$ cat src/rtl/miner_pkg.sv
// Shared constants and types for the miner message datapath.
// Holds word geometry, the assembler state encoding and big-endian lane helpers.
package miner_pkg;

  localparam int BYTE_W          = 8;
  localparam int BYTES_PER_WORD  = 4;
  localparam int WORDS_PER_BLOCK = 16;
  localparam int WORD_W          = BYTE_W * BYTES_PER_WORD;

  // Big-endian: byte 0 of a word lands in the top lane.
  localparam int LANE0_LSB = WORD_W - BYTE_W;

  typedef enum logic {
    FILL = 1'b0,
    HOLD = 1'b1
  } asm_state_e;

  function automatic logic [4:0] lane_lsb(input logic [1:0] k);
    return 5'(LANE0_LSB - BYTE_W * int'(k));
  endfunction

endpackage

$ cat src/rtl/msg_word_assembler_if.sv
// Byte-in / word-out handshake bundle of the message word assembler.
// master is the assembler side, slave is the host/consumer side.
interface msg_word_assembler_if #(
  parameter int IDX_W = 4
);
  import miner_pkg::*;

  logic [BYTE_W-1:0] in_data;
  logic              in_valid;
  logic              in_ready;
  logic [WORD_W-1:0] out_word;
  logic [IDX_W-1:0]  out_idx;
  logic              out_valid;
  logic              out_ready;
  logic              block_done;
  logic              timeout_err;

  modport master (
    input  in_data, in_valid, out_ready,
    output in_ready, out_word, out_idx,
    output out_valid, block_done, timeout_err
  );

  modport slave (
    output in_data, in_valid, out_ready,
    input  in_ready, out_word, out_idx,
    input  out_valid, block_done, timeout_err
  );

endinterface

$ cat src/rtl/msg_word_assembler_timer.sv
// Saturating idle counter; expire strobes on the last allowed idle cycle.
// Also intended for the host-link receive watchdog.
module idle_timer #(
  parameter int LIMIT = 1000
) (
  input  logic clk,
  input  logic clr_n,
  input  logic run,
  input  logic clear,
  output logic expire
);

  localparam int CW = $clog2(LIMIT);
  localparam logic [CW-1:0] LAST = CW'(LIMIT - 1);

  logic [CW-1:0] cnt;

  assign expire = run && (cnt == LAST);

  always_ff @(posedge clk or negedge clr_n) begin
    if (!clr_n) begin
      cnt <= '0;
    end else if (clear) begin
      cnt <= '0;
    end else if (run && cnt != LAST) begin
      cnt <= cnt + CW'(1);
    end
  end

endmodule

$ cat src/rtl/msg_word_assembler.sv
// Packs a host byte stream big-endian into 32-bit message words with
// a block word index, block-done pulse and partial-word idle timeout.
module msg_word_assembler #(
  parameter int WORDS_PER_BLOCK = 16,
  parameter int IDX_W           = 4,
  parameter int TIMEOUT_CYCLES  = 1000
) (
  input logic                  clk,
  input logic                  clr_n,
  msg_word_assembler_if.master bus
);
  import miner_pkg::*;

  localparam logic [IDX_W-1:0] LAST_IDX = IDX_W'(WORDS_PER_BLOCK - 1);

  asm_state_e        state, state_n;
  logic [1:0]        cnt, cnt_n;
  logic [IDX_W-1:0]  idx, idx_n;
  logic [WORD_W-1:0] shift, shift_n, merged;
  logic [WORD_W-1:0] word_n;
  logic [IDX_W-1:0]  oidx_n;
  logic              valid_n, rdy_n;
  logic              done_n, terr_n;
  logic              take, active, expire;

  assign take   = bus.in_valid && bus.in_ready;
  assign active = (state == FILL) && (cnt != 2'd0);

  idle_timer #(
    .LIMIT(TIMEOUT_CYCLES)
  ) u_timer (
    .clk   (clk),
    .clr_n (clr_n),
    .run   (active && !take),
    .clear (!active || take || expire),
    .expire(expire)
  );

  always_comb begin
    merged = shift;
    merged[lane_lsb(cnt) +: BYTE_W] = bus.in_data;
  end

  always_comb begin
    state_n = state;
    cnt_n   = cnt;
    idx_n   = idx;
    shift_n = shift;
    word_n  = bus.out_word;
    oidx_n  = bus.out_idx;
    valid_n = bus.out_valid;
    rdy_n   = bus.in_ready;
    done_n  = 1'b0;
    terr_n  = 1'b0;
    unique case (1'b1)
      (state == FILL): begin
        rdy_n = 1'b1;
        if (take) begin
          shift_n = merged;
          if (cnt == 2'd3) begin
            word_n  = merged;
            oidx_n  = idx;
            valid_n = 1'b1;
            rdy_n   = 1'b0;
            state_n = HOLD;
          end else begin
            cnt_n = cnt + 2'd1;
          end
        end else if (expire) begin
          cnt_n  = 2'd0;
          terr_n = 1'b1;
        end
      end
      (state == HOLD): begin
        if (bus.out_valid && bus.out_ready) begin
          valid_n = 1'b0;
          rdy_n   = 1'b1;
          cnt_n   = 2'd0;
          state_n = FILL;
          idx_n   = (idx == LAST_IDX) ? '0 : idx + IDX_W'(1);
          done_n  = (bus.out_idx == LAST_IDX);
        end
      end
      default: ;
    endcase
  end

  always_ff @(posedge clk or negedge clr_n) begin
    if (!clr_n) begin
      state           <= FILL;
      cnt             <= 2'd0;
      idx             <= '0;
      shift           <= '0;
      bus.out_word    <= '0;
      bus.out_idx     <= '0;
      bus.out_valid   <= 1'b0;
      bus.in_ready    <= 1'b0;
      bus.block_done  <= 1'b0;
      bus.timeout_err <= 1'b0;
    end else begin
      state           <= state_n;
      cnt             <= cnt_n;
      idx             <= idx_n;
      shift           <= shift_n;
      bus.out_word    <= word_n;
      bus.out_idx     <= oidx_n;
      bus.out_valid   <= valid_n;
      bus.in_ready    <= rdy_n;
      bus.block_done  <= done_n;
      bus.timeout_err <= terr_n;
    end
  end

endmodule

$ cat src/flat_wrapper.sv
// flat-port wrapper written by rule: the top's interface ports become plain ports
module msg_word_assembler_flat import miner_pkg::*;
#(
  parameter int WORDS_PER_BLOCK = 16,
  parameter int IDX_W           = 4,
  parameter int TIMEOUT_CYCLES  = 1000
)
  (clk, clr_n, bus_in_data, bus_in_valid, bus_out_ready, bus_in_ready, bus_out_word, bus_out_idx, bus_out_valid, bus_block_done, bus_timeout_err);
  msg_word_assembler_if #(.IDX_W(IDX_W)) bus_i ();
  input logic clk;
  input logic clr_n;
  input wire logic [$bits(bus_i.in_data)-1:0] bus_in_data;
  input wire logic [$bits(bus_i.in_valid)-1:0] bus_in_valid;
  input wire logic [$bits(bus_i.out_ready)-1:0] bus_out_ready;
  output wire logic [$bits(bus_i.in_ready)-1:0] bus_in_ready;
  output wire logic [$bits(bus_i.out_word)-1:0] bus_out_word;
  output wire logic [$bits(bus_i.out_idx)-1:0] bus_out_idx;
  output wire logic [$bits(bus_i.out_valid)-1:0] bus_out_valid;
  output wire logic [$bits(bus_i.block_done)-1:0] bus_block_done;
  output wire logic [$bits(bus_i.timeout_err)-1:0] bus_timeout_err;
  assign bus_i.in_data = bus_in_data;
  assign bus_i.in_valid = bus_in_valid;
  assign bus_i.out_ready = bus_out_ready;
  assign bus_in_ready = bus_i.in_ready;
  assign bus_out_word = bus_i.out_word;
  assign bus_out_idx = bus_i.out_idx;
  assign bus_out_valid = bus_i.out_valid;
  assign bus_block_done = bus_i.block_done;
  assign bus_timeout_err = bus_i.timeout_err;
  msg_word_assembler #(.WORDS_PER_BLOCK(WORDS_PER_BLOCK), .IDX_W(IDX_W), .TIMEOUT_CYCLES(TIMEOUT_CYCLES)) u_core (.clk(clk), .clr_n(clr_n), .bus(bus_i));
endmodule
$ cat config.mk
export PLATFORM = sky130hd
export DESIGN_NAME = msg_word_assembler_flat
export DESIGN_NICKNAME = d
export VERILOG_FILES = /design/src/rtl/miner_pkg.sv /design/src/rtl/msg_word_assembler_if.sv /design/src/rtl/msg_word_assembler_timer.sv /design/src/rtl/msg_word_assembler.sv /design/src/flat_wrapper.sv
export SDC_FILE = /design/constraint.sdc
export NUM_CORES = 1
export LEC_CHECK = 0
export BUFFER_PORTS_ARGS = -buffer_cell sky130_fd_sc_hd__buf_4
export CAP_MARGIN = 25
export CORE_MARGIN = 2
export CORE_UTILIZATION = 34
export DETAILED_ROUTE_END_ITERATION = 12
export GPL_ROUTABILITY_DRIVEN = 0
export GPL_TIMING_DRIVEN = 0
export PLACE_DENSITY = 0.54
export SLEW_MARGIN = 20
export SYNTH_ARGS = -nofsm -noshare
export SYNTH_HDL_FRONTEND = slang
export SYNTH_SLANG_ARGS = --single-unit
$ cat constraint.sdc
create_clock -name clk -period 2.31 [get_ports clk]
set_input_delay 0.462 -clock clk [delete_from_list [all_inputs] [get_ports clk]]
set_output_delay 0.462 -clock clk [all_outputs]
set_load 0.03 [all_outputs]
### After elaboration in Yosys (flattened, before gate mapping)

Cells that the tools add are included.

* add/subtract/negate cells: 5
* eq/ne operators: 10
* shift-type cells: 2
* muxes and demuxes: 26
* bitwise gates (word level): 1
* reduce and logical (&&, ||, !) cells: 17

Operators with widths (number)
* $bwmux 32: 1
* $shift 8x7->32 const A: 1
* $shiftx 8x7->32: 1
* $mux 10: 2
* $mux 1: 14
* $add 10x1->10 const B: 1
* $eq 10x10->1 const B: 1
* $ne 10x10->1 const B: 1
* $reduce_and 3->1: 3
* $eq 4x4->1 const B: 2
* $mux 2: 4
* $neg 5->7: 1
* $logic_and 1x1->1: 6
* $pmux 1 s2: 3
* $sub 5x5->5 const A: 1
* $add 4x1->4 const B: 1
* $mux 4: 1
* $ne 2x2->1 const B: 2
* $pmux 2 s2: 1
* $reduce_and 2->1: 2
* $reduce_bool 2->1: 2
* $ne 3x1->1 const B: 1
* $ne 3x3->1 const B: 1
* $add 2x1->2 const B: 1
* other kinds (5): 7

* bits in registers: 89
* word-level logic and storage cells: 72

### Depth between registers and ports, before layout

Gate-level depths: netlist of the first run.

* word-level depth: 7
* depth in mapped cells: 7

### Hierarchy

A second synthesis of the first run with hierarchy kept.

* cells, all modules: 305
* area total of the unflattened synthesis: 3504.6 um2

Modules (own cells, without submodules)
* msg_word_assembler: instances 1, cells each 252, area an instance 2982.9 um2
* idle_timer: instances 1, cells each 53, area an instance 521.8 um2

### Worst setup path before layout of the first run

Ideal clock, no wire load.

* kind: register to register
* start point: reg u_core.cnt[0]
* end point: reg u_core.shift[0]
* setup time: 121 ps
* data arrival time: 1821 ps
* data required time: 2189 ps
* slack: 368 ps
* stages on the path, launching flop included: 8
* path buffers: 2
* clock period less this slack: 1942 ps
* cells stage by stage: dfrtp_1 -> inv_2 -> ha_1 -> and4b_1 -> buf_6 -> and2_1 -> buf_6 -> a22o_1

* longest elaborated chain between the ends: 4
* elaborated cells between the ends (all ways): 5
* classes of those cells: 2 x add/sub; 2 x shift; 1 x mux

RTL lines
* start: declaration: RTL line msg_word_assembler.sv:17 `logic [1:0] cnt, cnt_n;`
* start signal: assignment: RTL line msg_word_assembler.sv:102 `cnt <= cnt_n;`
* $sub 5x5->5 (*): RTL line miner_pkg.sv:19 `return 5'(LANE0_LSB - BYTE_W * int'(k));`
* $neg 5->7 (*): RTL line msg_word_assembler.sv:41 `merged[lane_lsb(cnt) +: BYTE_W] = bus.in_data;`
* $shiftx 8x7->32 or $shift 8x7->32 (tied branches): RTL line msg_word_assembler.sv:41
* $bwmux 32 (*): RTL line msg_word_assembler.sv:41
* end signal: assignment: RTL line msg_word_assembler.sv:104 `shift <= shift_n;`
* end: declaration: RTL line msg_word_assembler.sv:19 `logic [WORD_W-1:0] shift, shift_n, merged;`

Mark *: on every way between the ends. The rest lies on a longest branch, timed or not.
A chain may end at the register's enable or synchronous reset.

### Final worst setup path of the first run

* start point: reg u_core.cnt[0]
* end point: reg u_core.shift[4]

The elaborated chain is that of the path after synthesis.

==> results of run 1 <==
## state kept, by name, indices dropped and copies added, names as in the netlist
register	cells
u_core.bus.out_idx	4
u_core.shift	32
u_core.cnt	2
u_core.state	1
u_core.idx	4
u_core.bus.out_word	32
u_core.bus.out_valid	1
u_core.bus.in_ready	1
u_core.u_timer.cnt	10
u_core.bus.block_done	1
u_core.bus.timeout_err	1
## cells by family after synthesis
group	Yosys count	share of synthesized area [%]
buffers and inverters	28	3.834
adders and majority gates	8	2.514
and+or+nand+nor	125	17.06
DFF	89	55.94
xor gates and xnor gates	9	1.980
AOI/OAI and AO/OA	110	17.54
muxes	4	1.131
## layer usage
layer | global-route usage [%] | wire length, µm | vias up
li1 | - | - | 1413
met1 | 21.13 | 4336 | 1371
met2 | 22.29 | 3968 | 58
met3 | 3.942 | 426 | 11
met4 | 5.285 | 131 | 0
met5 | 0 | 0 | -
## worst min-delay path by stage
stage	start	to	slack, ns	cells past startpoint
global placement	u_core.bus.out_word[11]	u_core.bus.out_word[11]	0.46	2
detailed placement	u_core.bus.out_word[8]	u_core.bus.out_word[8]	0.47	2
floorplan	clr_n	u_core.bus.block_done	0.17	0
CTS	clr_n	u_core.bus.out_word[14]	0.15	1
global route	clr_n	u_core.bus.out_word[14]	0.17	1
finish	clr_n	u_core.bus.out_word[14]	0.13	1
## Yosys cell counts
master / count / share of area [%]
xnor2_1: 7 / 1.5
and4b_1: 1 / 0.25
a21o_1: 1 / 0.19
o21a_1: 1 / 0.19
buf_2: 2 / 0.25
nand3_1: 7 / 0.88
nand4_1: 3 / 0.47
o21ai_2: 1 / 0.22
xor2_1: 2 / 0.44
nand2b_1: 1 / 0.16
o21ai_0: 35 / 4.4
nor4b_4: 1 / 0.60
ha_1: 8 / 2.5
a211oi_1: 1 / 0.19
nor3_1: 2 / 0.25
and2b_1: 15 / 2.8
buf_6: 6 / 1.7
inv_1: 5 / 0.47
a22o_2: 8 / 2.0
mux2_2: 4 / 1.1
nor3_4: 1 / 0.41
nor4_1: 1 / 0.16
and4bb_2: 1 / 0.31
dfrtp_1: 89 / 56
nand4b_2: 1 / 0.38
nor2_1: 14 / 1.3
a21boi_1: 1 / 0.19
and2_1: 4 / 0.63
nor3_2: 1 / 0.25
a21oi_1: 37 / 4.7
nand2_1: 51 / 4.8
nand4b_1: 1 / 0.22
a22o_1: 24 / 5.3
a311oi_1: 1 / 0.22
clkbuf_1: 14 / 1.3
nor2b_1: 17 / 2.7
and3_1: 2 / 0.31
inv_2: 1 / 0.094
nor2_2: 1 / 0.16
## power by group
group,internal [µW],leakage (µW),total [µW],switching [µW]
logic,908,0.000933,2200,1290
registers,2020,0.00120,2340,321
clock network,926,0.000153,1500,572
total,3860,0.00229,6040,2180
## area by class of cell
cell class | count | area, µm²
repair buffers | 46 | 365.4
multi-input cells | 256 | 1608
plain buffers | 22 | 130.1
clock inverters | 2 | 35.03
well taps | 143 | 178.9
fillers | 1157 | 6576
clock buffers | 14 | 274.0
flip-flops and latches | 89 | 2228
inverters | 6 | 22.52
## worst max-delay path, cell delays in order (launching register included)
cell	delay, ns
dfrtp_2	0.51
inv_2	0.12
ha_1	0.42
and4b_1	0.24
buf_6	0.14
and2_1	0.16
buf_6	0.13
a22o_1	0.22
## what timing repair did
item / CTS / global route
setup endpoints to repair: 0 / 14
gates resized for setup: 0 / 2
buffers inserted: 0 / 2
hold buffers: 0 / 0
## metrics by stage
| step | power [µW] | setup WS (ns) | hold WS (ns) |
|---|---|---|---|
| 5_1_grt | 6433 | 0.1417 | 0.1737 |
| 6_report | 6039 | 0.2612 | 0.1299 |
| 4_1_cts | 6083 | 0.02170 | 0.1528 |
| 3_5_place_dp | 4563 | 0.03905 | 0.4739 |
| 3_3_place_gp | 4516 | 0.08711 | 0.4626 |
| 2_1_floorplan | 3817 | 0.3684 | 0.1664 |
==> results.md, run 1 <==
- # clock sinks: 89
- Vias/cell: 4.936
- Hpwl dp: 6060 µm
- Headroom to the max-slew limit: 59.28%
- Fin nets: 450
- Inst Count DP: 560
- Most frequent cells in the layout: 88 x dfrtp_1, 51 x nand2_1, 45 x buf_4, 37 x a21oi_1, 35 x o21ai_0
- Startpoint Class: flip-flop
- CTS Root Buffer Type: clkbuf_16
- First-pass GRT wire length: 14770 µm
- Vias in the first global route: 2848
- Total Wirelength: 8862 µm
- Max clock buf depth: 2
- FP Rows: 39
- Hold Path Class: primary input to async pin
- Share of cells above drive strength 1: 20.46%
- Period utilization: 88.69%
- Crit path from: u_core.cnt[0]
- FF-to-FF setup slack: 0.26 ns
- Critical Path RT: 2.53 ns
- Starting density of the core: 34.87%
- Area growth, synth to finish: 21.62%
- R2R cell count: 7
- Largest net degree at the start of global routing: 47
- Max Clock Skew: 0.007068 ns
- R2r endpoint: u_core.shift[4]
- Max-Cap Viols: 0
- Ports: 52
- Routed Antenna Nets: 0
- Total CTS buffers: 9
- Status: finished clean
- P_leak: 0.002291 µW
- Mapped cell area: 3981 µm²
- Die Span X: 112.2 µm
- Library cells used by synthesis: 39
- Commonest non-fill, non-tap cell in the layout: dfrtp_1
- Global route overflow: 0
- Area after DPL: 4511 µm²
- Worst-Skew Late Latency: 0.34 ns
- Port bufs: 43
- Residual DRC: 0
- CP Max Fanout: 9
- Seq/Total Area, Yosys: 55.94%
- FMAX: 488.1 MHz
- Initial antenna violation count: 0
- Syn Nets: 393
- CTS H-tree depth: 3
- Avg Cell Area, Syn: 10.67 µm²
- Finished Core Util: 42.41%
- Power density cells: 1247 nW/µm²
- Synthesized instance count: 373
- Worst-margin pin slew: 0.6109 ns
- CTS tree: done
- Synth Register Bits: 89
- Clock-pin slew of the registers on the worst-case setup and hold paths: 0.06 ns
- Critical Path End: u_core.shift[4]
- Vias: 2853
- Total negative slack: 0 ns
- Diodes inserted: 0
- Worst path arrival time: 2.27 ns
- WL per Instance: 15.33 µm
- Yosys warns: 0
- Die ar.: 12590 µm²
- Drt first pass iters: 4
- Peak supply drop: 0.6291 mV
- Final Hold Fails: 0
- All-Layer GR Usage: 14.94%
- Final Slew Violations: 0
- Final Setup Violations: 0
- RSZ-0062 raised after global routing: no
- Min Tclk post-route: 2.049 ns
- CORE AREA: 11420 µm²
- Non-filler cells, final: 578
- Setup CP Type: flip-flop to flip-flop
- Worst r2r src: u_core.cnt[0]
- Setup crit end kind: flip-flop
- Initial DRC count: 141
- Post-route cell area: 4842 µm²
- Chip Height: 112.2 µm
Note: power is estimated with default switching activity, not from simulation.
==> run 2: changes to the inputs <==
--- a/config.mk
+++ b/config.mk
@@ -13,6 +13,7 @@
 export GPL_ROUTABILITY_DRIVEN = 0
 export GPL_TIMING_DRIVEN = 0
 export PLACE_DENSITY = 0.54
+export REMOVE_ABC_BUFFERS = 1
 export SLEW_MARGIN = 20
 export SYNTH_ARGS = -nofsm -noshare
 export SYNTH_HDL_FRONTEND = slang
==> constraint.sdc (replaced) <==
create_clock -name clk -period 2.31 [get_ports clk]
set_input_delay 0.1155 -clock clk [delete_from_list [all_inputs] [get_ports clk]]
set_output_delay 0.1155 -clock clk [all_outputs]
set_load 0.03 [all_outputs]
==> results.md, run 2 (synthesized netlist as in run 1, its figures left out) <==
- Status: finished clean
- Diodes inserted: 0 (unchanged)
- Initial DRC count: 142 (+0.71%)
- Total CTS buffers: 9 (unchanged)
- Drt first pass iters: 4 (unchanged)
- Initial antenna violation count: 0 (unchanged)
- All-Layer GR Usage: 14.91% (-0.032 points)
- Vias: 2827 (-0.91%)
- Residual DRC: 0 (unchanged)
- Power density cells: 1263 nW/µm² (+1.3%)
- Headroom to the max-slew limit: 45.86% (-13 points)
- Ports: 52 (unchanged)
- PnR worst setup slack: 0.1630 ns (-0.09820 ns)
- Sequential share of power: 38.8% (about the same)
- Critical Path RT: 2.58 ns (+0.05 ns)
- Port bufs: 51 (+19%)
- Hpwl dp: 5543 µm (-8.5%)
- Peak supply drop: 0.5777 mV (-8.2%)
- Worst-Skew Late Latency: 0.33 ns (about the same)
- Fin nets: 437 (-2.9%)
- CTS H-tree depth: 3 (unchanged)
- Final Slew Violations: 0 (unchanged)
- Max incr delay on CP: 0.52 ns (about the same)
- Starting density of the core: 34.87% (unchanged)
- Setup CP Type: flip-flop to flip-flop
- Vias/cell: 5.012 (+1.5%)
- Clock-pin slew of the registers on the worst-case setup and hold paths: 0.06 ns (about the same)
- Die Span X: 112.2 µm (unchanged)
- Total chip power: 6089 µW (+0.84%)
- Commonest non-fill, non-tap cell in the layout: dfrtp_1
- Total Wirelength: 8769 µm (-1.0%)
- Sw Ratio: 36.08% (-0.073 points)
- Most frequent cells in the layout: 88 x dfrtp_1, 51 x nand2_1, 51 x buf_4, 37 x a21oi_1, 35 x o21ai_0
- WL per Instance: 15.55 µm (+1.4%)
- Internal Power: 3892 µW (+0.95%)
- Total negative slack: 0 ns (unchanged)
- Vias in the first global route: 2747 (-3.5%)
- Chip Height: 112.2 µm (unchanged)
- Min Tclk post-route: 2.147 ns (+0.09820 ns)
- Global route overflow: 0 (unchanged)
- CTS Root Buffer Type: clkbuf_16
- Setup crit end kind: flip-flop
- Biggest regs: u_core.bus.out_word x32, u_core.shift x32, u_core.u_timer.cnt x10
- CP delay by family, top: simple AND/OR/NAND/NOR gates
- Max Clock Skew: 0.006830 ns (-0.0002379 ns)
- CP max stage cell: dfrtp_2
- Clock share of power: 25.5% (+0.7 points)
- DR WL met2: 3743 µm (-5.7%)
- FMAX: 465.8 MHz (-4.6%)
- Share of cells above drive strength 1: 21.38% (+0.92 points)
- # clock sinks: 89 (unchanged)
- Crit path cell chain: inv_2 -> ha_1 -> and4b_1 -> and2_1 -> a22o_1
- Total buffers and inverters traversed by the critical path: 1 (-2)
- Final Setup Violations: 0 (unchanged)
- Wl on met1: 4445 µm (+2.5%)
- Die ar.: 12590 µm² (unchanged)
- Max clock buf depth: 2 (unchanged)
- Worst path arrival time: 2.42 ns (+0.15 ns)
- Startpoint Class: flip-flop
- CP Max Fanout: 9 (unchanged)
- Sw Pwr: 2197 µW (+0.63%)
- CORE AREA: 11420 µm² (unchanged)
- CTS tree: done
- Final Hold Fails: 0 (unchanged)
- Worst-margin pin slew: 0.8121 ns (+0.2013 ns)
- Met3 WL: 433 µm (+1.6%)
- P_leak: 0.002296 µW (+0.21%)
- Max-Cap Viols: 0 (unchanged)
- FP Rows: 39 (unchanged)
- Routed Antenna Nets: 0 (unchanged)
- Top layer in use: met4
- Hold Path Class: primary input to flip-flop
- Combinational Power Share: 35.7% (-0.7 points)
- Setup slack at placement: -0.1390 ns (-0.1781 ns)
- First-pass GRT wire length: 14780 µm (about the same)
- Largest net degree at the start of global routing: 90 (+91%)
- Area growth, synth to finish: 21.09%
- Period utilization: 92.95% (+4.3 points)
- RSZ-0062 raised after global routing: no
[run 2: changes by cell type in the layout (fill, tap and decap cells not counted)]
| cell | before | now |
|---|---|---|
| bufinv_16 | 1 | 2 |
| clkbuf_1 | 16 | 2 |
| ha_4 | 0 | 1 |
| dlygate4sd3_1 | 0 | 1 |
| ha_1 | 8 | 7 |
| nand4b_4 | 0 | 1 |
| buf_6 | 6 | 1 |
| buf_4 | 45 | 51 |
| a21boi_2 | 0 | 1 |
| buf_2 | 2 | 0 |
| clkbuf_8 | 3 | 1 |
| a21boi_1 | 1 | 0 |
[run 2: per-stage QoR]
stage / std cells / hold slack, ns / util [%] / cell area (µm²)
6_report: 564 / 0.1026 / 42.22 / 4821
5_1_grt: 564 / 0.1058 / 42.22 / 4821
4_1_cts: 563 / 0.09504 / 42.02 / 4798
3_5_place_dp: 546 / 0.2525 / 39.00 / 4453
3_3_place_gp: 545 / 0.4129 / 38.65 / 4413
2_1_floorplan: 351 / -0.1801 / - / 3851
[run 2: final cells by class]
class                   instances  area, µm²
fillers                      1132       6598
flip-flops and latches         89       2228
multi-input cells             257       1648
repair buffers                 54      431.7
clock buffers                  12      246.5
well taps                     143      178.9
clock inverters                 3      65.06
inverters                       6      22.52
[run 2: final timing paths]
check | startpoint | end | cells past startpoint | slack [ns]
worst max-delay path | u_core.cnt[0] | u_core.shift[7] | 5 | 0.16
worst min-delay path | bus_in_data[3] | u_core.shift[11] | 2 | 0.10
worst max register to register | u_core.cnt[0] | u_core.shift[7] | 5 | 0.16
min in group asynchronous | clr_n | u_core.bus.out_word[25] | 2 | 0.42
worst min register to register | u_core.bus.out_word[31] | u_core.bus.out_word[31] | 2 | 0.48
max in group asynchronous | clr_n | u_core.cnt[0] | 2 | 1.29
[run 2: repair_timing]
action	in CTS	in global routing
pin swaps	1	1
endpoints found under the setup margin	6	34
hold buffers	1	0
gates cloned	1	0
setup buffers	0	1
resized for setup	2	3
hold endpoints to repair	89	0
[run 2: power by group through the flow]
stage	combinational [µW]	clock, µW	sequential, µW
final	2180	1550	2360
after global routing	2390	1670	2430
after CTS	2190	1600	2360
after detailed placement	2160	0	2370
after global placement	2110	0	2350
after floorplan	1020	0	2740
[run 2: per-layer routing]
metal | vias up | GRT usage, %
li1 | 1388 | -
met4 | 0 | 6.341
met2 | 64 | 21.00
met5 | - | 0
met1 | 1365 | 22.31
met3 | 10 | 2.970
